[src/rtl/multi_zone_motion_timer_pkg.sv]
// Shared types and constants for the multi-zone motion timer.
package motion_pkg;

  typedef enum logic [1:0] {
    ST_IDLE   = 2'd0,
    ST_ACTIVE = 2'd1,
    ST_REARM  = 2'd2
  } state_t;

  localparam logic MODE_RETRIG  = 1'b0;
  localparam logic MODE_ONESHOT = 1'b1;

  // Width needed to count 0..cycles inclusive.
  function automatic int unsigned db_cnt_width(input int unsigned cycles);
    return $clog2(cycles + 1);
  endfunction

endpackage

[src/rtl/multi_zone_motion_timer_if.sv]
// Sensor-side inputs and controller-side outputs of the motion timer.
interface multi_zone_motion_timer_if #(
  parameter int unsigned CHANNELS = 4,
  parameter int unsigned HOLD_W   = 32
);
  logic [CHANNELS-1:0] motion;
  logic [CHANNELS-1:0] enable;
  logic [CHANNELS-1:0] mode;
  logic [HOLD_W-1:0]   hold_cycles;
  logic [CHANNELS-1:0] active;
  logic                any_active;
  logic [CHANNELS-1:0] expired;

  modport master (
    output motion, enable, mode, hold_cycles,
    input  active, any_active, expired
  );

  modport slave (
    input  motion, enable, mode, hold_cycles,
    output active, any_active, expired
  );
endinterface

[src/rtl/multi_zone_motion_timer_zone.sv]
// One zone: synchroniser, debouncer and hold FSM driving active/expired.
module motion_zone
  import motion_pkg::*;
#(
  parameter int unsigned SYNC_STAGES     = 2,
  parameter int unsigned DEBOUNCE_CYCLES = 4,
  parameter int unsigned HOLD_W          = 32
) (
  input  logic              clk,
  input  logic              reset_n,
  input  logic              motion,
  input  logic              enable,
  input  logic              mode,
  input  logic [HOLD_W-1:0] hold_cycles,
  output logic              active,
  output logic              expired
);

  localparam int unsigned     DB_W    = db_cnt_width(DEBOUNCE_CYCLES);
  localparam logic [DB_W-1:0] DB_LAST = DB_W'(DEBOUNCE_CYCLES - 1);

  logic [SYNC_STAGES-1:0] sync;
  logic                   s;
  logic [DB_W-1:0]        db_cnt;
  logic                   db;

  state_t            state, state_next;
  logic [HOLD_W-1:0] cnt, cnt_next;
  logic [HOLD_W-1:0] hold_load;
  logic              expire_next;

  assign s         = sync[SYNC_STAGES-1];
  assign hold_load = (hold_cycles == '0) ? HOLD_W'(1) : hold_cycles;

  // db flips on the DEBOUNCE_CYCLES-th consecutive differing sample.
  always_ff @(posedge clk or negedge reset_n) begin
    if (!reset_n) begin
      sync   <= '0;
      db_cnt <= '0;
      db     <= 1'b0;
    end else begin
      sync <= {sync[SYNC_STAGES-2:0], motion};
      if (s == db) begin
        db_cnt <= '0;
      end else if (db_cnt == DB_LAST) begin
        db_cnt <= '0;
        db     <= s;
      end else begin
        db_cnt <= db_cnt + DB_W'(1);
      end
    end
  end

  always_ff @(posedge clk or negedge reset_n) begin
    if (!reset_n) begin
      state   <= ST_IDLE;
      cnt     <= '0;
      expired <= 1'b0;
    end else begin
      state   <= state_next;
      cnt     <= cnt_next;
      expired <= expire_next;
    end
  end

  always_comb begin
    state_next  = state;
    cnt_next    = cnt;
    expire_next = 1'b0;
    if (!enable) begin
      state_next = ST_IDLE;
      cnt_next   = '0;
    end else begin
      case (state)
        ST_IDLE: begin
          if (db) begin
            state_next = ST_ACTIVE;
            cnt_next   = hold_load;
          end
        end
        ST_ACTIVE: begin
          if (mode == MODE_ONESHOT) begin
            if (cnt == HOLD_W'(1)) begin
              state_next  = ST_REARM;
              cnt_next    = '0;
              expire_next = 1'b1;
            end else begin
              cnt_next = cnt - HOLD_W'(1);
            end
          end else if (db) begin
            cnt_next = hold_load;
          end else if (cnt == HOLD_W'(1)) begin
            state_next  = ST_IDLE;
            cnt_next    = '0;
            expire_next = 1'b1;
          end else begin
            cnt_next = cnt - HOLD_W'(1);
          end
        end
        ST_REARM: begin
          if (!db) state_next = ST_IDLE;
        end
        default: begin
          state_next = ST_IDLE;
          cnt_next   = '0;
        end
      endcase
    end
  end

  always_comb begin
    active = (state == ST_ACTIVE);
  end

endmodule

[src/rtl/multi_zone_motion_timer.sv]
// CHANNELS independent motion zones plus a registered any-zone-active flag.
module multi_zone_motion_timer
  import motion_pkg::*;
#(
  parameter int unsigned CHANNELS        = 4,
  parameter int unsigned SYNC_STAGES     = 2,
  parameter int unsigned DEBOUNCE_CYCLES = 4,
  parameter int unsigned HOLD_W          = 32
) (
  input  logic                     clk,
  input  logic                     reset_n,
  multi_zone_motion_timer_if.slave bus
);

  logic [CHANNELS-1:0] active;
  logic [CHANNELS-1:0] expired;
  logic                any_active;

  for (genvar i = 0; i < CHANNELS; i++) begin : g_zone
    motion_zone #(
      .SYNC_STAGES     (SYNC_STAGES),
      .DEBOUNCE_CYCLES (DEBOUNCE_CYCLES),
      .HOLD_W          (HOLD_W)
    ) u_zone (
      .clk         (clk),
      .reset_n     (reset_n),
      .motion      (bus.motion[i]),
      .enable      (bus.enable[i]),
      .mode        (bus.mode[i]),
      .hold_cycles (bus.hold_cycles),
      .active      (active[i]),
      .expired     (expired[i])
    );
  end

  always_ff @(posedge clk or negedge reset_n) begin
    if (!reset_n) any_active <= 1'b0;
    else          any_active <= |active;
  end

  assign bus.active     = active;
  assign bus.expired    = expired;
  assign bus.any_active = any_active;

endmodule

[src/flat_wrapper.sv]
// flat-port wrapper written by rule: the top's interface ports become plain ports
module multi_zone_motion_timer_flat import motion_pkg::*;
#(
  parameter int unsigned CHANNELS        = 4,
  parameter int unsigned SYNC_STAGES     = 2,
  parameter int unsigned DEBOUNCE_CYCLES = 4,
  parameter int unsigned HOLD_W          = 32
)
  (clk, reset_n, bus_motion, bus_enable, bus_mode, bus_hold_cycles, bus_active, bus_any_active, bus_expired);
  multi_zone_motion_timer_if #(.CHANNELS(CHANNELS), .HOLD_W(HOLD_W)) bus_i ();
  input  logic clk;
  input  logic reset_n;
  input wire logic [$bits(bus_i.motion)-1:0] bus_motion;
  input wire logic [$bits(bus_i.enable)-1:0] bus_enable;
  input wire logic [$bits(bus_i.mode)-1:0] bus_mode;
  input wire logic [$bits(bus_i.hold_cycles)-1:0] bus_hold_cycles;
  output wire logic [$bits(bus_i.active)-1:0] bus_active;
  output wire logic [$bits(bus_i.any_active)-1:0] bus_any_active;
  output wire logic [$bits(bus_i.expired)-1:0] bus_expired;
  assign bus_i.motion = bus_motion;
  assign bus_i.enable = bus_enable;
  assign bus_i.mode = bus_mode;
  assign bus_i.hold_cycles = bus_hold_cycles;
  assign bus_active = bus_i.active;
  assign bus_any_active = bus_i.any_active;
  assign bus_expired = bus_i.expired;
  multi_zone_motion_timer #(.CHANNELS(CHANNELS), .SYNC_STAGES(SYNC_STAGES), .DEBOUNCE_CYCLES(DEBOUNCE_CYCLES), .HOLD_W(HOLD_W)) u_core (.clk(clk), .reset_n(reset_n), .bus(bus_i));
endmodule
[config.mk]
export PLATFORM = sky130hd
export DESIGN_NAME = multi_zone_motion_timer_flat
export DESIGN_NICKNAME = d
export VERILOG_FILES = /design/src/rtl/multi_zone_motion_timer_pkg.sv /design/src/rtl/multi_zone_motion_timer_if.sv /design/src/rtl/multi_zone_motion_timer_zone.sv /design/src/rtl/multi_zone_motion_timer.sv /design/src/flat_wrapper.sv
export SDC_FILE = /design/constraint.sdc
export NUM_CORES = 1
export LEC_CHECK = 0
export CAP_MARGIN = 10
export CORE_ASPECT_RATIO = 0.8
export CORE_MARGIN = 2
export CORE_UTILIZATION = 46
export DETAILED_ROUTE_END_ITERATION = 8
export DONT_BUFFER_PORTS = 1
export GPL_TIMING_DRIVEN = 0
export HOLD_SLACK_MARGIN = 0.1
export PLACE_DENSITY = 0.71
export SLEW_MARGIN = 5
export SYNTH_ARGS = -nofsm -noshare
export SYNTH_HDL_FRONTEND = slang
export SYNTH_HIERARCHICAL = 1
export SYNTH_SLANG_ARGS = --single-unit
[constraint.sdc]
create_clock -name clk -period 3.87 [get_ports clk]
set_input_delay 0.1935 -clock clk [delete_from_list [all_inputs] [get_ports clk]]
set_output_delay 0.1935 -clock clk [all_outputs]
set_load 0.02 [all_outputs]
# Word level (Yosys, flattened, before mapping)
# Index checks and enable logic that the tools add are counted.
# totals
rom_bits	0
latch_bits	0
reg_bits	165
word_cells	180
mem_count	0
inputBits	46
ramBits	0
# classes
shifts	0
div	0
n_eq_ne	40
magnitude_cmp	0
n_mul	0
reduce_logical	18
mux	85
bitwise_logic	4
add_sub_neg	8
# ops
op	count
32-bit two-way mux	21
32-bit case mux with 3 select lines	4
32-bit by 1-bit equality test with 1-bit output (second input constant)	4
32-bit by 1-bit subtractor with 32-bit output (second input constant)	4
2-bit two-way mux	28
32-bit logical NOT	1
3-bit two-way mux	8
3-bit inequality test (second input constant)	8
2-bit case mux with 3 select lines	4
1-bit two-way mux	20
4-bit inequality test (second input constant)	4
2-bit AND reduction	8
4-bit AND reduction	4
3-bit by 1-bit adder with 3-bit output (second input constant)	4
3-bit by 2-bit equality test with 1-bit output (second input constant)	4
3-bit by 2-bit inequality test with 1-bit output (second input constant)	4
2-bit by 1-bit equality test with 1-bit output (second input constant)	4
2-bit equality test (second input constant)	4
2-bit logical NOT	4
2-bit inequality test (second input constant)	4
1-bit equality test	4
1-bit NOT	4
4-bit OR reduction	1

# Longest topological paths before layout
# Gate-level depths: netlist of the first run.
# logic_depth
ltp_word	6
ltp_mapped	9
ltp_nobuf	7

# Hierarchy
# Netlist of the first run, hierarchy kept.
# by_module_without_submodules
module	cells_per_inst	n_inst	seq_area_each_um2	area_each_um2
motion_zone at u_core.g_zone[0].u_zone ...	289	2	1026.0	2608.8
motion_zone at u_core.g_zone[3].u_zone	289	1	1026.0	2593.7
motion_zone at u_core.g_zone[2].u_zone	289	1	1026.0	2575.0
multi_zone_motion_timer	2	1	25.0	32.5

# Least setup slack after synthesis of the first run
# No wires, ideal clock.
# synth_timing
path_kind	register to register
from	register u_core.g_zone[3].u_zone.cnt[4]
to	register u_core.g_zone[3].u_zone.cnt[6]
path_stages_with_launch	10
arrival_ps	2574
required_time_ps	3740
n_path_buf	4
synth_period_minus_slack_ps	2704
slack_ps	1166
cell_sequence	dfrtp_1 > buf_6 > or4_4 > or4_1 > buf_2 > or4_4 > buf_6 > buf_6 > a32oi_1 > o21ai_1
# synth_via
elab_chain_cells	6
# synth_lines
element	line_no	rtl
start: declaration	multi_zone_motion_timer_zone.sv:28	logic [HOLD_W-1:0] cnt, cnt_next;
start signal: assignment	multi_zone_motion_timer_zone.sv:61	cnt <= cnt_next;
32-bit by 1-bit subtractor with 32-bit output / 32-bit by 1-bit equality test with 1-bit output (equally long branches)	n/a	
32-bit two-way mux *	multi_zone_motion_timer_zone.sv:83, multi_zone_motion_timer_zone.sv:92	
32-bit two-way mux	multi_zone_motion_timer_zone.sv:90	end else if (db) begin
32-bit two-way mux *	multi_zone_motion_timer_zone.sv:82	if (mode == MODE_ONESHOT) begin
32-bit case mux with 3 select lines *	multi_zone_motion_timer_zone.sv:74	case (state)
32-bit two-way mux *	multi_zone_motion_timer_zone.sv:70	if (!enable) begin
# Mark *: on every way between the ends. The rest lies on a longest branch, timed or not.
# A chain may end at the register's enable or synchronous reset.

# Worst setup path in the final report of the first run
# layout_timing
from	register u_core.g_zone[3].u_zone.cnt[16]
to	register u_core.g_zone[3].u_zone.cnt[1]
# layout_via
elab_chain_cells	6
# layout_lines
element	line_no
32-bit by 1-bit equality test with 1-bit output *	multi_zone_motion_timer_zone.sv:83, multi_zone_motion_timer_zone.sv:92
32-bit two-way mux *	multi_zone_motion_timer_zone.sv:83, multi_zone_motion_timer_zone.sv:92
32-bit two-way mux	multi_zone_motion_timer_zone.sv:90
32-bit two-way mux *	multi_zone_motion_timer_zone.sv:82
32-bit case mux with 3 select lines *	multi_zone_motion_timer_zone.sv:74
32-bit two-way mux *	multi_zone_motion_timer_zone.sv:70
# Marked as above.

==> results.py, run 1 <==
metrics = {
    "logic_synthesis": {
        "muxShareOfSynthArea_pct": 0.4323,
        "yosys.area_share.adder_pct": 1.441,
        "synth_area_sq_mm": 0.01042,
        "synth_xor_area_share_pct": 2.774,
        "synthSimpleGateAreaFrac_pct": 28.29,
        "synth_ff_type": "dfrtp_1",
        "synth_top_family_by_area": "simple AND/OR/NAND/NOR gates",
        "synth_fp_nets": 1216,
        "synth_compound_area_share_pct": 23.83,
        "synth_cell_type_count": 69,
        "synth_seq_area_share_pct": 39.63,
        "async_flop_share_pct": 100.0,
        "ys_warn_count": 6,
        "avgSynthCellArea_sq_um": 8.997,
        "syn_inst": 1158,
        "synth_edf_count": 0,
        "ys_ff_latch": 165,
    },
    "outcome": {
        "status": "finished, violations left",
        "failed_checks": "negative hold slack",
    },
    "drt": {
        "drc": 0,
        "routedWlPerCell_um": 25.36,
        "vias": 10980,
        "drtIter0Drc": 1929,
        "viasPerCell": 7.121,
        "detail-route-antenna-nets": 0,
        "drt-pass1-iter-count": 6,
        "drt_wl_total_um": 39100,
    },
    "placed_design": {
        "dp_slack_ns": 0.8801,
        "dp.final_hpwl_um": 23610,
        "place_congestion": 0.9388,
        "io_buffers": 0,
        "post_dp_cell_area_sq_mm": 0.01081,
        "dp.cells": 1464,
    },
    "setup_path": {
        "critPathRequiredTime_ns": 4.20,
        "critPathMaxFanout": 10,
        "path_common_cell": "buf_6",
        "crit_slowest_cell": "or4_4",
        "critPathCaptureType": "flop",
        "crit_buf_inv": 5,
        "crit_chain": "or3_1 > clkbuf_2 > or4_1 > buf_2 > or4_4 > buf_6 > buf_6 > nand3b_1 > a21oi_1 > dlygate4sd3_1",
        "max_stage_delay_ns": 0.56,
        "critical-path-top-delay-family": "simple AND/OR/NAND/NOR gates",
        "arrival_ns": 3.69,
        "crit_type": "reg2reg",
        "start_kind": "flop",
    },
    "clocking": {
        "clock_latency_ns": 0.45,
        "htreeDepth": 4,
        "cts_resized": 0,
        "numClockSinks": 165,
        "clk_pin_slew_ns": 0.07,
        "clock_path_buffers": 2,
        "cts_hold_buf": 45,
        "clock-root-buffer": "clkbuf_16",
        "cts_tree": "yes",
        "cts_buffers": 17,
    },
    "floorplan": {
        "num_rows": 49,
        "initial_core_util_pct": 46.56,
        "core_area_sq_mm": 0.02238,
        "die_y_um": 138.6,
        "die-area_sq_mm": 0.02388,
        "ios": 55,
        "dieWidth_um": 172.3,
    },
    "layout": {
        "fin_cells": 1542,
        "final_area_sq_mm": 0.01186,
        "layout.nets": 1280,
        "drive_above_1_share_pct": 6.726,
        "mostFrequentLayoutCells": "dfrtp_1 (165), nand2_1 (79), o21ai_0 (76)",
        "fillCellCount": 2040,
        "final_common_cell": "dfrtp_1",
        "fin_util_pct": 53.00,
        "syn_to_final_growth_pct": 13.83,
    },
    "sta": {
        "whs_ns": -0.5615,
        "period_share_pct": 86.90,
        "setup_violations": 0,
        "fin_ws_ns": 0.5070,
        "rsz0062_at_grt": "false",
        "fin_worst_skew_ns": 0.01401,
        "maxSlewHeadroom_pct": 29.06,
        "maxSlewViolCount": 0,
        "fin_crit_ns": 3.363,
        "finalHoldViolations": 165,
        "max_freq_mhz": 297.4,
        "fin_setup_tns_ns": 0,
        "tightest_slew_ns": 1.054,
    },
    "power_and_ir_drop": {
        "power.density_mw_per_mm2": 836.5,
        "power.total_mw": 9.921,
        "leakagePower_nw": 4.736,
        "ir_worst_vdd_v": 0.0003606,
    },
    "hold_path": {
        "hp-class": "in2async",
    },
    "global_route": {
        "grt_overflow": 0,
        "grt_max_degree": 166,
        "track_usage_pct": 32.77,
        "grt_pass1_wl_um": 59280,
        "antenna_found_initial": 1,
        "grt_pass1_vias": 10120,
    },
    "run": {
        "maxCapViolations": 0,
    },
}
what timing repair did:
item                                   CTS  global route
setup buffers                            0             0
endpoints found under the hold margin  303           165
setup endpoints to repair                0             0
layer usage:
metal / GRT usage (%) / vias to the layer above / routed length [um]
li1: - / 4711 / -
met1: 47.23 / 5332 / 16080
met2: 45.17 / 800 / 16030
met3: 10.22 / 137 / 5150
met4: 14.15 / 0 / 1836
met5: 0 / - / 0
path summary, 6_finish.rpt:
path | from | end | slack [ns] | cells after the start
min in group clk | bus_mode[2] | u_core/g_zone[2].u_zone/state[0]$_DFFE_PN0P_ | 0.11 | 3
max in group asynchronous | reset_n | u_core/g_zone[2].u_zone/cnt[23]$_DFFE_PN0P_ | 4.10 | 0
hold / removal | reset_n | u_core/g_zone[1].u_zone/cnt[30]$_DFFE_PN0P_ | -0.56 | 0
setup reg to reg | u_core/g_zone[3].u_zone/cnt[16]$_DFFE_PN0P_ | u_core/g_zone[3].u_zone/cnt[1]$_DFFE_PN0P_ | 0.51 | 10
hold reg to reg | u_core/g_zone[0].u_zone/sync[0]$_DFF_PN0_ | u_core/g_zone[0].u_zone/sync[1]$_DFF_PN0_ | 0.35 | 0
setup / recovery | u_core/g_zone[3].u_zone/cnt[16]$_DFFE_PN0P_ | u_core/g_zone[3].u_zone/cnt[1]$_DFFE_PN0P_ | 0.51 | 10
Yosys cell counts, types with 7 or more instances:
cell      instances  share of area (%)
dfrtp_1         165                 40
nand3b_1          7               0.50
o21ai_0          76                3.7
and3_1           10               0.60
nor3_1           45                2.2
o31ai_1          11               0.79
inv_1            27               0.97
or3_1            17                1.0
a32oi_1          14                1.2
or4_1            28                2.0
nand2_1          79                2.8
and4_1           14                1.2
o21a_1            8               0.58
ha_1             12                1.4
a221o_1           9               0.86
a211o_1          16                1.3
a31oi_1          22                1.3
or2_2             9               0.54
nor2b_1          21                1.3
nand4_1          21                1.3
o31a_1           11               0.92
a21oi_1          39                1.9
clkbuf_1         45                1.6
nand2b_1         12               0.72
nor4b_1           9               0.76
xnor2_1          28                2.4
nand3_1          33                1.6
o311ai_0          7               0.59
nor2_1           67                2.4
nor4_1           72                4.3
or4_4             9               0.97
o221ai_1         10               0.84
nor3b_1          21                1.5
a22oi_1          61                4.4
o211ai_1         14                1.0
o21ai_1           7               0.34
final cells by class:
cell class | instances | area, sq um | area share [%]
Antenna cell | 2 | 5.005 | 0.04220
Timing Repair Buffer | 45 | 450.4 | 3.798
Buffer | 59 | 274.0 | 2.310
Inverter | 27 | 101.3 | 0.8545
Sequential cell | 165 | 4129 | 34.81
Multi-Input combinational cell | 907 | 5919 | 49.91
Clock buffer | 18 | 439.2 | 3.703
Clock inverter | 13 | 158.9 | 1.340
Tap cell | 306 | 382.9 | 3.228
state kept, by name, indices dropped and copies added (netlist names):
register and flops:
u_core/bus.any_active 1, u_core/g_zone.u_zone/cnt 128, u_core/g_zone.u_zone/db 4, u_core/g_zone.u_zone/db_cnt 12
u_core/g_zone.u_zone/expired 4, u_core/g_zone.u_zone/state 8, u_core/g_zone.u_zone/sync 8
power breakdown:
part           internal [mW]  switching, mW  leakage (nW)
clock                  0.986          0.791         0.289
combinational           1.86           3.26          2.26
sequential              2.29          0.740          2.19
logic make-up (layout without fill, tap and decap cells):
group	after synthesis	after routing
simple gates	501	501
compound gates	357	357
flops	165	165
buf+inv	86	162
xor+xnor	33	33
fa+ha+maj	12	12
mux	4	4
other cells	0	2
Note: power is estimated with default switching activity, not from simulation.
==> run 2, diff against run 1 <==
clock period = 4.2 ns   (was 3.87 ns; I/O delays follow)
==> results.py, run 2 (synthesis gave the netlist of run 1 again) <==
metrics = {
    "sta": {
        "rsz0062_at_grt": "false",
        "whs_ns": 0.1171,
        "fin_setup_tns_ns": 0,
        "setup_violations": 0,
        "maxSlewViolCount": 0,
        "finalHoldViolations": 0,
        "max_freq_mhz": 295.6,
        "maxSlewHeadroom_pct": 26.61,
        "fin_crit_ns": 3.383,
        "fin_worst_skew_ns": 0.01345,
        "period_share_pct": 80.55,
        "tightest_slew_ns": 1.091,
    },
    "drt": {
        "drt-pass1-iter-count": 6,
        "vias": 11000,
        "drt_wl_total_um": 38970,
        "drtIter0Drc": 1755,
        "drc": 0,
        "detail-route-antenna-nets": 0,
        "routedWlPerCell_um": 25.26,
        "viasPerCell": 7.126,
    },
    "clocking": {
        "cts_resized": 0,
        "numClockSinks": 165,
        "clock_latency_ns": 0.45,
        "clock_path_buffers": 2,
        "clk_pin_slew_ns": 0.07,
        "cts_setup_buffers": 0,
        "cts_buffers": 17,
        "htreeDepth": 4,
        "clock-root-buffer": "clkbuf_16",
        "cts_tree": "yes",
    },
    "floorplan": {
        "die-area_sq_mm": 0.02388,
        "core_area_sq_mm": 0.02238,
        "ios": 55,
        "num_rows": 49,
        "die_y_um": 138.6,
        "initial_core_util_pct": 46.56,
        "dieWidth_um": 172.3,
    },
    "hold_path": {
        "hold_path_startpoint": "bus_mode[2]",
        "min_path_cells": 3,
        "min_to": "u_core/g_zone[2].u_zone/state[1]$_DFFE_PN0P_",
        "hp-class": "in2reg",
    },
    "setup_path": {
        "crit_chain": "nor4_1 > nand2_1 > or4_4 > buf_6 > buf_6 > nand3b_1 > a21oi_1 > dlygate4sd3_1",
        "r2r_cells": 8,
        "rrSetupSlack_ns": 0.82,
        "crit_type": "reg2reg",
        "arrival_ns": 3.71,
        "critPathMaxFanout": 10,
        "critPathRequiredTime_ns": 4.52,
        "start_kind": "flop",
        "path_common_cell": "buf_6",
        "critPathCaptureType": "flop",
        "crit_slowest_cell": "nor4_1",
        "r2r_end": "u_core/g_zone[3].u_zone/cnt[1]$_DFFE_PN0P_",
        "reg2reg_from": "u_core/g_zone[3].u_zone/cnt[8]$_DFFE_PN0P_",
        "max_stage_delay_ns": 0.90,
    },
    "layout": {
        "fin_cells": 1543,
        "drive_above_1_share_pct": 6.802,
        "final_common_cell": "dfrtp_1",
        "layout.nets": 1281,
        "largest_reg_flops": 128,
        "top_regs": "u_core/g_zone.u_zone/cnt x128, u_core/g_zone.u_zone/db_cnt x12",
        "mostFrequentLayoutCells": "dfrtp_1 (165), nand2_1 (79), o21ai_0 (76)",
        "syn_to_final_growth_pct": 14.10,
        "regMostFlops": "u_core/g_zone.u_zone/cnt",
    },
    "global_route": {
        "track_usage_pct": 32.77,
        "grt_pass1_vias": 10140,
        "grt_max_degree": 166,
        "grt_pass1_wl_um": 59330,
        "antenna_found_initial": 0,
        "grt_overflow": 0,
    },
    "power_and_ir_drop": {
        "power.total_mw": 9.163,
        "p_seq_share_pct": 30.4,
        "leakagePower_nw": 4.746,
        "power.density_mw_per_mm2": 770.8,
        "intPower_mw": 4.734,
        "pwr-share-clk_pct": 17.9,
        "power_switching_mw": 4.429,
        "ir_worst_vdd_v": 0.0003297,
        "swShare_pct": 48.33,
        "combPwrFrac_pct": 51.8,
    },
    "outcome": {
        "status": "complete, no violations",
    },
    "placed_design": {
        "dp.final_hpwl_um": 23610,
        "place_congestion": 0.9388,
        "dp.cells": 1464,
        "io_buffers": 0,
    },
    "run": {
        "maxCapViolations": 0,
    },
}
run 2: cell types whose count changed in the layout (fill, tap and decap cells not counted):
cell / delta
buf_16: +1
run 2: power groups by stage:
stage | registers [mW] | clock network [mW] | logic, mW
floorplan | 2.60 | 0 | 3.43
global placement | 2.74 | 0 | 4.34
detailed placement | 2.77 | 0 | 4.41
CTS | 2.75 | 1.66 | 4.57
global route | 2.86 | 1.72 | 5.14
finish | 2.78 | 1.64 | 4.74
run 2: cell type report:
class,instances,area (sq um)
fill,2039,10490
multi-input combinational,907,5919
sequential,165,4129
timing repair buffer,46,478.0
clock buffer,18,439.2
tap,306,382.9
buffer,59,274.0
clock inverter,13,158.9
inverter,27,101.3
antenna,2,5.005
run 2: worst max-delay path, delay by kind of cell (launching register included):
kind	cells	cell delay, ns
compound gates	1	0.06
buf+inv	3	0.88
flops	1	0.44
simple gates	4	1.87
run 2: how the worst max path moves through the flow:
stage | slack [ns] | depth (start not counted) | start | end
after detailed placement | 1.21 | 7 | u_core/g_zone[3].u_zone/cnt[16]$_DFFE_PN0P_ | u_core/g_zone[3].u_zone/cnt[26]$_DFFE_PN0P_
after floorplan | 1.50 | 9 | u_core/g_zone[3].u_zone/cnt[4]$_DFFE_PN0P_ | u_core/g_zone[3].u_zone/cnt[6]$_DFFE_PN0P_
after global placement | 1.27 | 7 | u_core/g_zone[3].u_zone/cnt[16]$_DFFE_PN0P_ | u_core/g_zone[3].u_zone/cnt[17]$_DFFE_PN0P_
final | 0.82 | 8 | u_core/g_zone[3].u_zone/cnt[8]$_DFFE_PN0P_ | u_core/g_zone[3].u_zone/cnt[1]$_DFFE_PN0P_
after global routing | 0.68 | 8 | u_core/g_zone[3].u_zone/cnt[11]$_DFFE_PN0P_ | u_core/g_zone[3].u_zone/cnt[1]$_DFFE_PN0P_
after CTS | 0.88 | 10 | u_core/g_zone[3].u_zone/cnt[16]$_DFFE_PN0P_ | u_core/g_zone[3].u_zone/cnt[1]$_DFFE_PN0P_
run 2: metal layers:
layer	GRT usage [%]	part of all wire [%]	vias to the layer above
li1	-	-	4702
met1	47.08	41	5352
met2	45.30	41	794
met3	10.25	13	148
met4	14.20	4.9	0
met5	0	0	-
run 2: through the flow:
| step | utilization, % | setup slack (ns) | cell area [sq um] |
|---|---|---|---|
| floorplan | - | 1.496 | 10420 |
| global placement | 48.27 | 1.274 | 10800 |
| detailed placement | 48.29 | 1.210 | 10810 |
| CTS | 53.10 | 0.8751 | 11880 |
| global route | 53.10 | 0.6831 | 11880 |
| finish | 53.12 | 0.8171 | 11890 |
run 2: what timing repair did:
action / in CTS / in global routing
endpoints found under the setup margin: 0 / 0
hold buffers: 46 / 0
hold endpoints to repair: 303 / 0
